--- config.mk ---
export PLATFORM = sky130hd
export DESIGN_NAME = rename_stage_flat
export DESIGN_NICKNAME = d
export VERILOG_FILES = /design/src/rtl/rename_if.sv /design/src/rtl/rename_stage.sv /design/src/flat_wrapper.sv
export SDC_FILE = /design/constraint.sdc
export NUM_CORES = 1
export LEC_CHECK = 0
export ABC_CLOCK_PERIOD_IN_PS = 18700
export CAP_MARGIN = 20
export CORE_ASPECT_RATIO = 0.9
export CORE_MARGIN = 2
export CORE_UTILIZATION = 40
export CTS_CLUSTER_SIZE = 24
export DETAILED_ROUTE_END_ITERATION = 12
export SLEW_MARGIN = 20
export SYNTH_ARGS = -nofsm -noshare
export SYNTH_HDL_FRONTEND = slang
export SYNTH_SLANG_ARGS = --single-unit
export TNS_END_PERCENT = 100
--- constraint.sdc ---
create_clock -name clk -period 18.7 [get_ports clk]
set_clock_uncertainty 0.15 [all_clocks]
set_input_delay 4.675 -clock clk [delete_from_list [all_inputs] [get_ports clk]]
set_output_delay 4.675 -clock clk [all_outputs]
set_load 0.005 [all_outputs]
--- src/rtl/rename_if.sv ---
// rename_if: bundles the decode-side request, the renamed-instruction output
// towards ROB allocation, and the commit-side free-tag return path.
//   master : upstream/downstream environment (drives decode, ren_ready, frees)
//   slave  : rename_stage
interface rename_if #(
  parameter int AW = 5,   // architectural index width
  parameter int PW = 6,   // physical tag width
  parameter int CW = 6    // free-list occupancy width
);
  logic          dec_valid;
  logic          dec_ready;
  logic [AW-1:0] dec_rs1;
  logic [AW-1:0] dec_rs2;
  logic [AW-1:0] dec_rd;
  logic          dec_rd_we;
  logic          ren_valid;
  logic          ren_ready;
  logic [PW-1:0] ren_ps1;
  logic [PW-1:0] ren_ps2;
  logic [PW-1:0] ren_pd;
  logic [PW-1:0] ren_old_pd;
  logic          free_valid;
  logic [PW-1:0] free_tag;
  logic [CW-1:0] free_count;
  logic          free_overflow;

  modport master (
    output dec_valid, dec_rs1, dec_rs2, dec_rd, dec_rd_we, ren_ready,
           free_valid, free_tag,
    input  dec_ready, ren_valid, ren_ps1, ren_ps2, ren_pd, ren_old_pd,
           free_count, free_overflow
  );

  modport slave (
    input  dec_valid, dec_rs1, dec_rs2, dec_rd, dec_rd_we, ren_ready,
           free_valid, free_tag,
    output dec_ready, ren_valid, ren_ps1, ren_ps2, ren_pd, ren_old_pd,
           free_count, free_overflow
  );
endinterface

--- src/rtl/rename_stage.sv ---
// rename_stage: single-issue register rename ahead of the ROB.
//   clk, reset : clock, async active-high reset
//   rif.slave  : dec_* in (valid/ready), ren_* out (valid/ready, 1-cycle
//                latency), free_valid/free_tag in from commit,
//                free_count / sticky free_overflow status out.
// A RAT maps architectural -> physical tags; a circular free list
// (head pops on allocate, tail pushes on commit) supplies fresh tags.
module rename_stage #(
  parameter int ARCH_REGS  = 32,
  parameter int PHYS_REGS  = 64,
  parameter int FREE_DEPTH = PHYS_REGS - ARCH_REGS
)(
  input  logic     clk,
  input  logic     reset,
  rename_if.slave  rif
);
  localparam int PW = $clog2(PHYS_REGS);
  localparam int FW = $clog2(FREE_DEPTH);
  localparam int CW = $clog2(FREE_DEPTH + 1);

  typedef struct packed {
    logic [PW-1:0] ps1;
    logic [PW-1:0] ps2;
    logic [PW-1:0] pd;
    logic [PW-1:0] old_pd;
  } ren_t;

  logic [PW-1:0] rat_q [ARCH_REGS];
  logic [PW-1:0] fl_q  [FREE_DEPTH];
  logic [FW-1:0] head_q, tail_q;
  logic [CW-1:0] count_q, count_d;
  logic          vld_q, ovf_q;
  ren_t          ren_q, ren_d;
  logic          empty, full, ready, accept, alloc, xfer, push;

  assign empty  = (count_q == '0);
  assign full   = (count_q == CW'(FREE_DEPTH));
  // Stall on an empty list even for no-dest instructions: keeps ready
  // independent of the decode payload.
  assign ready  = (!vld_q || rif.ren_ready) && !empty;
  assign accept = rif.dec_valid && ready;
  // r0 is hardwired: never allocates, never remaps.
  assign alloc  = accept && rif.dec_rd_we && (rif.dec_rd != '0);
  assign xfer   = vld_q && rif.ren_ready;
  // A full list can still take a push if a pop frees a slot this cycle.
  assign push   = rif.free_valid && (!full || alloc);

  always_comb begin
    ren_d.ps1    = rat_q[rif.dec_rs1];
    ren_d.ps2    = rat_q[rif.dec_rs2];
    ren_d.pd     = alloc ? fl_q[head_q]      : '0;
    ren_d.old_pd = alloc ? rat_q[rif.dec_rd] : '0;
  end

  always_comb begin
    count_d = count_q;
    if (alloc && !push)      count_d = count_q - CW'(1);
    else if (!alloc && push) count_d = count_q + CW'(1);
  end

  always_ff @(posedge clk or posedge reset) begin
    if (reset) begin
      for (int i = 0; i < ARCH_REGS; i++)  rat_q[i] <= PW'(i);
      for (int i = 0; i < FREE_DEPTH; i++) fl_q[i]  <= PW'(ARCH_REGS + i);
      head_q  <= '0;
      tail_q  <= '0;
      count_q <= CW'(FREE_DEPTH);
      vld_q   <= 1'b0;
      ren_q   <= '0;
      ovf_q   <= 1'b0;
    end else begin
      if (alloc) begin
        rat_q[rif.dec_rd] <= fl_q[head_q];
        head_q            <= head_q + FW'(1);
      end
      if (push) begin
        fl_q[tail_q] <= rif.free_tag;
        tail_q       <= tail_q + FW'(1);
      end
      if (rif.free_valid && full && !alloc) ovf_q <= 1'b1;
      count_q <= count_d;
      if (accept) begin
        vld_q <= 1'b1;
        ren_q <= ren_d;
      end else if (xfer) begin
        vld_q <= 1'b0;
      end
    end
  end

  assign rif.dec_ready     = ready;
  assign rif.ren_valid     = vld_q;
  assign rif.ren_ps1       = ren_q.ps1;
  assign rif.ren_ps2       = ren_q.ps2;
  assign rif.ren_pd        = ren_q.pd;
  assign rif.ren_old_pd    = ren_q.old_pd;
  assign rif.free_count    = count_q;
  assign rif.free_overflow = ovf_q;
endmodule

--- src/flat_wrapper.sv ---
// flat-port wrapper written by rule: the top's interface ports become plain ports
module rename_stage_flat 
#(
  parameter int ARCH_REGS  = 32,
  parameter int PHYS_REGS  = 64,
  parameter int FREE_DEPTH = PHYS_REGS - ARCH_REGS
)
  (clk, reset, rif_dec_valid, rif_dec_rs1, rif_dec_rs2, rif_dec_rd, rif_dec_rd_we, rif_ren_ready, rif_free_valid, rif_free_tag, rif_dec_ready, rif_ren_valid, rif_ren_ps1, rif_ren_ps2, rif_ren_pd, rif_ren_old_pd, rif_free_count, rif_free_overflow);
  rename_if rif_i ();
  input  logic clk;
  input  logic reset;
  input wire logic [$bits(rif_i.dec_valid)-1:0] rif_dec_valid;
  input wire logic [$bits(rif_i.dec_rs1)-1:0] rif_dec_rs1;
  input wire logic [$bits(rif_i.dec_rs2)-1:0] rif_dec_rs2;
  input wire logic [$bits(rif_i.dec_rd)-1:0] rif_dec_rd;
  input wire logic [$bits(rif_i.dec_rd_we)-1:0] rif_dec_rd_we;
  input wire logic [$bits(rif_i.ren_ready)-1:0] rif_ren_ready;
  input wire logic [$bits(rif_i.free_valid)-1:0] rif_free_valid;
  input wire logic [$bits(rif_i.free_tag)-1:0] rif_free_tag;
  output wire logic [$bits(rif_i.dec_ready)-1:0] rif_dec_ready;
  output wire logic [$bits(rif_i.ren_valid)-1:0] rif_ren_valid;
  output wire logic [$bits(rif_i.ren_ps1)-1:0] rif_ren_ps1;
  output wire logic [$bits(rif_i.ren_ps2)-1:0] rif_ren_ps2;
  output wire logic [$bits(rif_i.ren_pd)-1:0] rif_ren_pd;
  output wire logic [$bits(rif_i.ren_old_pd)-1:0] rif_ren_old_pd;
  output wire logic [$bits(rif_i.free_count)-1:0] rif_free_count;
  output wire logic [$bits(rif_i.free_overflow)-1:0] rif_free_overflow;
  assign rif_i.dec_valid = rif_dec_valid;
  assign rif_i.dec_rs1 = rif_dec_rs1;
  assign rif_i.dec_rs2 = rif_dec_rs2;
  assign rif_i.dec_rd = rif_dec_rd;
  assign rif_i.dec_rd_we = rif_dec_rd_we;
  assign rif_i.ren_ready = rif_ren_ready;
  assign rif_i.free_valid = rif_free_valid;
  assign rif_i.free_tag = rif_free_tag;
  assign rif_dec_ready = rif_i.dec_ready;
  assign rif_ren_valid = rif_i.ren_valid;
  assign rif_ren_ps1 = rif_i.ren_ps1;
  assign rif_ren_ps2 = rif_i.ren_ps2;
  assign rif_ren_pd = rif_i.ren_pd;
  assign rif_ren_old_pd = rif_i.ren_old_pd;
  assign rif_free_count = rif_i.free_count;
  assign rif_free_overflow = rif_i.free_overflow;
  rename_stage #(.ARCH_REGS(ARCH_REGS), .PHYS_REGS(PHYS_REGS), .FREE_DEPTH(FREE_DEPTH)) u_core (.clk(clk), .reset(reset), .rif(rif_i));
endmodule
-- After elaboration in Yosys (flattened, before gate mapping)
Index checks and enable logic that the tools add are counted.
- register bits after elaboration: 426
- input port bits: 27
- output and inout bits: 33
- word-level logic and storage cells: 137
- order comparisons: 7
- bitwise gates (word level): 5
- add/sub/neg operators: 4
- mux-type cells: 24
- reductions and logical operators: 23
- equal/unequal tests: 1
- operator list (operator ; count):
    bitwise mux 192 bit ; 2
    binary-select mux 6 bit (select 5 bit) ; 4
    two-way mux 6 bit ; 14
    demux 6 bit (select 5 bit) ; 2
    >= comparator 6 bit, second input constant ; 5
    inverter 5 -> 6 bit ; 5
    logical AND 1 bit ; 12
    < comparator 6 x 1 -> 1 bit, second input constant ; 2
    adder 5 x 1 -> 5 bit, second input constant ; 2
    adder 6 x 1 -> 6 bit, second input constant ; 1
    == test 6 bit, second input constant ; 1
    zero test 6 bit ; 1
    subtractor 6 x 1 -> 6 bit, second input constant ; 1
    zero test 1 bit ; 5
    nonzero test 5 bit ; 1
    nonzero test 2 bit ; 2
    logical OR 1 bit ; 2
    two-way mux 1 bit ; 2

-- Logic depth before layout (Yosys ltp)
- depth after elaboration: 11
- mapped depth: 10
- gate-level depth less buffers: 9

-- Worst setup path after synthesis
No wires, ideal clock.
- path kind: input port to output port
- from: in rif_ren_ready
- to: out rif_dec_ready
- stages on the path: 2
- arrival time: 4.993 ns
- required time: 13.875 ns
- path slack: 8.882 ns
- path buffers: 0
- cells stage by stage: nor2b_1 -> nor2_1
- cells in the longest elaborated chain, start to end: 2
- RTL lines (what ; line ; RTL):
    from (decl) ; flat_wrapper.sv:17 ; input wire logic [$bits(rif_i.ren_ready)-1:0] rif_ren_ready;
    logical OR 1 bit ; rename_stage.sv:40 ; assign ready = (!vld_q || rif.ren_ready) && !empty;
    logical AND 1 bit ; rename_stage.sv:40 ;
    to (decl) ; flat_wrapper.sv:20 ; output wire logic [$bits(rif_i.dec_ready)-1:0] rif_dec_ready;
Every way passes these cells.

-- Worst setup path in the final report
Ends and elaborated chain as after synthesis.

==> flow_summary.rst <==
.. list-table::
   :header-rows: 1

   * - Metric
     - Value
   * - Result of the run
     - finished clean
   * - Least-Margin Pin Slew
     - 1.06 ns
   * - Slowest cell on crit path
     - sky130_fd_sc_hd__clkdlybuf4s50_1
   * - CTS root buffer
     - sky130_fd_sc_hd__clkbuf_16
   * - Routed length per instance
     - 26.1 um
   * - Setup TNS
     - 0 ns
   * - Total of warnings raised by yosys
     - 0
   * - Hpwl dp
     - 41800 um
   * - Worst hold path class
     - reg2reg
   * - Clock period minus worst slack
     - 10.76 ns
   * - Number of instances in the synthesized netlist
     - 1717
   * - First-pass GRT wire length
     - 101000 um
   * - Number of enable-type register cells in the synthesized netlist
     - 0
   * - Later-pin clock latency in the skew report
     - 0.61 ns
   * - Fmax
     - 92.9 MHz
   * - Clock-pin slew on the worst setup and hold paths
     - 0.06 ns
   * - Required @ worst endpoint
     - 13.88 ns
   * - Startpoint types
     - input port
   * - Synthesized area per cell
     - 13.5 um^2
   * - Setup Buffers After CTS
     - 0
   * - Number of failing hold endpoints at the final stage
     - 0
   * - Top Ports
     - 60
   * - Setup-violating endpoint count in the final report
     - 0
   * - Largest fanout on the critical path
     - 3
   * - Critical Path, Cell by Cell
     - clkdlybuf4s50_1 -> nor2b_1 -> nor2_1 -> clkdlybuf4s50_1
   * - CTS HTree Levels
     - 2
   * - Yosys top cell by area
     - sky130_fd_sc_hd__dfrtp_1
   * - Length of the first detailed-routing pass in iterations
     - 5
   * - Number of rows in the core area
     - 83
   * - Final-stage net count
     - 1748
   * - DR DRC count
     - 0
   * - Largest cells by area after synthesis
     - sky130_fd_sc_hd__dfrtp_1, sky130_fd_sc_hd__dfstp_2, sky130_fd_sc_hd__mux2_2, sky130_fd_sc_hd__mux2i_1, sky130_fd_sc_hd__mux4_2
   * - Quantity of gates resized following cts
     - 0
   * - Overall die height
     - 232 um
   * - RSZ-0062 raised after global routing
     - false
   * - Maximum VDD drop
     - 0.130 mV
   * - Data arrival time of the critical path
     - 5.94 ns
   * - Fraction of registers with async set or reset after synthesis
     - 100%
   * - Post-synthesis net count
     - 1750
   * - Clock tree from TritonCTS
     - built
   * - Part of the Yosys area used for sequential elements
     - 47.0%
   * - Die width
     - 258 um
   * - DRC marker count from the first detailed-route iteration
     - 1286
   * - Clock Sink Count
     - 426
   * - Via-per-instance ratio
     - 6.06
   * - Antenna violations before repair
     - 0
   * - Power per cell area
     - 156 mW/mm^2
   * - Classification of the worst setup path
     - in2out
   * - Final number of max-transition violations
     - 0
   * - Area Overhead vs Synth
     - 12.3%
   * - Worst path max stage delay
     - 0.45 ns
   * - Port bufs
     - 59
   * - Primary FF master, synth
     - sky130_fd_sc_hd__dfrtp_1
   * - Count of hold buffers inserted by post-cts repair
     - 0
   * - Category of the worst setup path capture point
     - output pin
   * - Count of unique library cells instantiated by Yosys
     - 57
   * - Maximum buffer depth of the clock tree
     - 3
   * - Max-cap check violation count
     - 0
   * - Static leakage
     - 10.8 nW
   * - Placer Congestion
     - 0.872
   * - Fraction of final layout cells with drive strength greater than 1
     - 48.4%
   * - Post-Synthesis Cell Area
     - 0.0232 mm^2
   * - Initial cell density of the core
     - 40.5%
   * - Placed standard-cell area
     - 0.0244 mm^2
   * - Number of global-route vias before repair
     - 15600
   * - Area fraction of the dominant cell type after synthesis
     - 25.1%
   * - Vias post-DR
     - 15300
   * - Total core area
     - 0.0572 mm^2
   * - Final period util
     - 57.5%
   * - Number of buffers added by the clock tree synthesis step
     - 47
   * - All-Layer GR Usage
     - 22.1%
   * - Cell type with the highest occurrence count on the critical path
     - sky130_fd_sc_hd__clkdlybuf4s50_1
   * - Die area
     - 0.0599 mm^2
   * - Non-Filler Cell Area, Final
     - 0.0260 mm^2
   * - Pin count of the biggest net entering global routing
     - 182
   * - Flip-flop and latch count after synthesis
     - 426
   * - Post-detailed-route count of antenna-violating nets
     - 0
   * - Antenna cells
     - 0
   * - Congestion Overflow GR
     - 0
   * - Normalized max-slew margin
     - 29.0%
   * - Overall routed net length
     - 65700 um
==> cells in the mapped netlist (3+ instances only) <==
master                     instances
sky130_fd_sc_hd__nand3b_1          7
sky130_fd_sc_hd__a21oi_1          31
sky130_fd_sc_hd__buf_2            38
sky130_fd_sc_hd__nor4_1            5
sky130_fd_sc_hd__o21ai_0           4
sky130_fd_sc_hd__mux4_2           83
sky130_fd_sc_hd__o32a_1            5
sky130_fd_sc_hd__buf_1             8
sky130_fd_sc_hd__buf_4             7
sky130_fd_sc_hd__o41ai_1          12
sky130_fd_sc_hd__a221oi_1         24
sky130_fd_sc_hd__nor2_2           13
sky130_fd_sc_hd__xnor2_1           9
sky130_fd_sc_hd__o221ai_1         11
sky130_fd_sc_hd__and3_1            3
sky130_fd_sc_hd__dfstp_2         193
sky130_fd_sc_hd__nor2_4           31
sky130_fd_sc_hd__nand2_1          33
sky130_fd_sc_hd__mux2_2          383
sky130_fd_sc_hd__mux2i_1         229
sky130_fd_sc_hd__dfrtp_1         233
sky130_fd_sc_hd__or3_1             5
sky130_fd_sc_hd__nand2b_1         11
sky130_fd_sc_hd__ha_1              6
sky130_fd_sc_hd__nor2b_1          11
sky130_fd_sc_hd__clkbuf_1         84
sky130_fd_sc_hd__a22oi_1          48
sky130_fd_sc_hd__or4_1             4
sky130_fd_sc_hd__a31oi_1           5
sky130_fd_sc_hd__or2_2             9
sky130_fd_sc_hd__nor3_1            5
sky130_fd_sc_hd__o211ai_4          3
sky130_fd_sc_hd__o22ai_1          36
sky130_fd_sc_hd__nor2_1           44
sky130_fd_sc_hd__inv_1            15
sky130_fd_sc_hd__a22o_1           35
sky130_fd_sc_hd__nand3_1           7
==> routing by layer <==
layer	GRT usage [%]	vias up	part of all wire, %
li1	-	6538	-
met1	32.6	8125	47
met2	33.4	505	45
met3	3.38	97	5.9
met4	6.58	0	2.3
met5	0	-	0
==> worst paths after layout <==
path / start / to / slack [ns] / cells after the start
min reg2reg: u_core.rat_q[191]$_DFFE_PP0P_ / u_core.rat_q[191]$_DFFE_PP0P_ / 0.28 / 0
max: rif_ren_ready / rif_dec_ready / 7.94 / 4
min in group asynchronous: reset / u_core.fl_q[163]$_DFFE_PP0P_ / 4.52 / 2
max in group asynchronous: reset / u_core.rat_q[139]$_DFFE_PP0P_ / 12.32 / 3
min: u_core.rat_q[191]$_DFFE_PP0P_ / u_core.rat_q[191]$_DFFE_PP0P_ / 0.28 / 0
max reg2reg: u_core.head_q[0]$_DFFE_PP0P_ / u_core.rat_q[11]$_DFFE_PP0P_ / 15.03 / 7
==> critical path: cells and delay by family <==
| family | cells | cell delay [ns] |
|---|---|---|
| buffers and inverters | 2 | 0.86 |
| and+or+nand+nor | 2 | 0.39 |
==> where the power goes <==
part	total [mW]	switching [mW]	internal [mW]
Sequential	1.68	0.299	1.38
Clock	0.978	0.395	0.583
Combinational	1.41	0.739	0.674
Total	4.07	1.43	2.64
==> sequential cells by signal, indices dropped and copies added, names as in the netlist <==
register / count
u_core.fl_q: 192
u_core.rat_q: 192
u_core.rif.free_count: 6
u_core.rif.ren_old_pd: 6
u_core.rif.ren_pd: 6
u_core.rif.ren_ps1: 6
u_core.rif.ren_ps2: 6
u_core.head_q: 5
u_core.tail_q: 5
u_core.rif.free_overflow: 1
u_core.rif.ren_valid: 1
==> stage by stage <==
stage | std cells | util [%] | power, mW | setup WS, ns | hold WS [ns]
after floorplan | 1717 | - | 2.59 | 2.33 | 0.316
after global placement | 2431 | 42.7 | 3.03 | 7.94 | 0.254
after detailed placement | 2431 | 42.6 | 3.09 | 7.93 | 0.266
after CTS | 2519 | 45.5 | 4.08 | 7.93 | 0.280
after global routing | 2519 | 45.5 | 4.27 | 7.87 | 0.297
final | 2519 | 45.5 | 4.07 | 7.94 | 0.285
==> layout make-up <==
cell class | instances | area [um^2]
clock buffer | 71 | 1470
inverter | 15 | 63.8
multi-input combinational | 1138 | 11700
clock inverter | 17 | 178
fill | 5079 | 31200
sequential | 426 | 10900
timing repair buffer | 87 | 791
tap | 765 | 957
==> kinds of logic (layout without fill, tap and decap cells) <==
| group | count (synthesis) | in the layout | synth area share (%) |
|---|---|---|---|
| fa+ha+maj | 6 | 6 | 0.324 |
| mux | 697 | 697 | 36.6 |
| xor+xnor | 11 | 11 | 0.416 |
| simple gates | 197 | 197 | 5.25 |
| buf+inv | 153 | 190 | 2.83 |
| flops | 426 | 426 | 47.0 |
| compound gates | 227 | 227 | 7.52 |
==> cells in the final DEF, fill, tap and decap left out, types with 4 or more instances in the layout <==
master and n:
sky130_fd_sc_hd__a31oi_1 5, sky130_fd_sc_hd__nor3_1 5, sky130_fd_sc_hd__nand2_1 33, sky130_fd_sc_hd__nand3_1 7, sky130_fd_sc_hd__or3_1 5, sky130_fd_sc_hd__clkbuf_1 5
sky130_fd_sc_hd__nor2b_1 7, sky130_fd_sc_hd__dfstp_2 193, sky130_fd_sc_hd__mux4_2 83, sky130_fd_sc_hd__a22oi_1 48, sky130_fd_sc_hd__dfrtp_1 231, sky130_fd_sc_hd__nor4_1 5
sky130_fd_sc_hd__inv_1 14, sky130_fd_sc_hd__nand3b_1 7, sky130_fd_sc_hd__mux2_2 383, sky130_fd_sc_hd__buf_4 30, sky130_fd_sc_hd__nor2_1 42, sky130_fd_sc_hd__a221oi_1 24
sky130_fd_sc_hd__nor2_4 32, sky130_fd_sc_hd__clkdlybuf4s50_1 53, sky130_fd_sc_hd__o41ai_1 12, sky130_fd_sc_hd__mux2i_1 229, sky130_fd_sc_hd__xnor2_1 9, sky130_fd_sc_hd__clkbuf_16 48
sky130_fd_sc_hd__nor2_2 14, sky130_fd_sc_hd__or4_1 4, sky130_fd_sc_hd__a21oi_1 31, sky130_fd_sc_hd__o221ai_1 11, sky130_fd_sc_hd__nand2b_1 11, sky130_fd_sc_hd__o22ai_1 36
sky130_fd_sc_hd__o21ai_0 4, sky130_fd_sc_hd__clkbuf_8 18, sky130_fd_sc_hd__or2_2 9, sky130_fd_sc_hd__o32a_1 5, sky130_fd_sc_hd__a22o_1 35, sky130_fd_sc_hd__clkinv_2 11
sky130_fd_sc_hd__ha_1 6
Power figures use the tool's default switching activity.
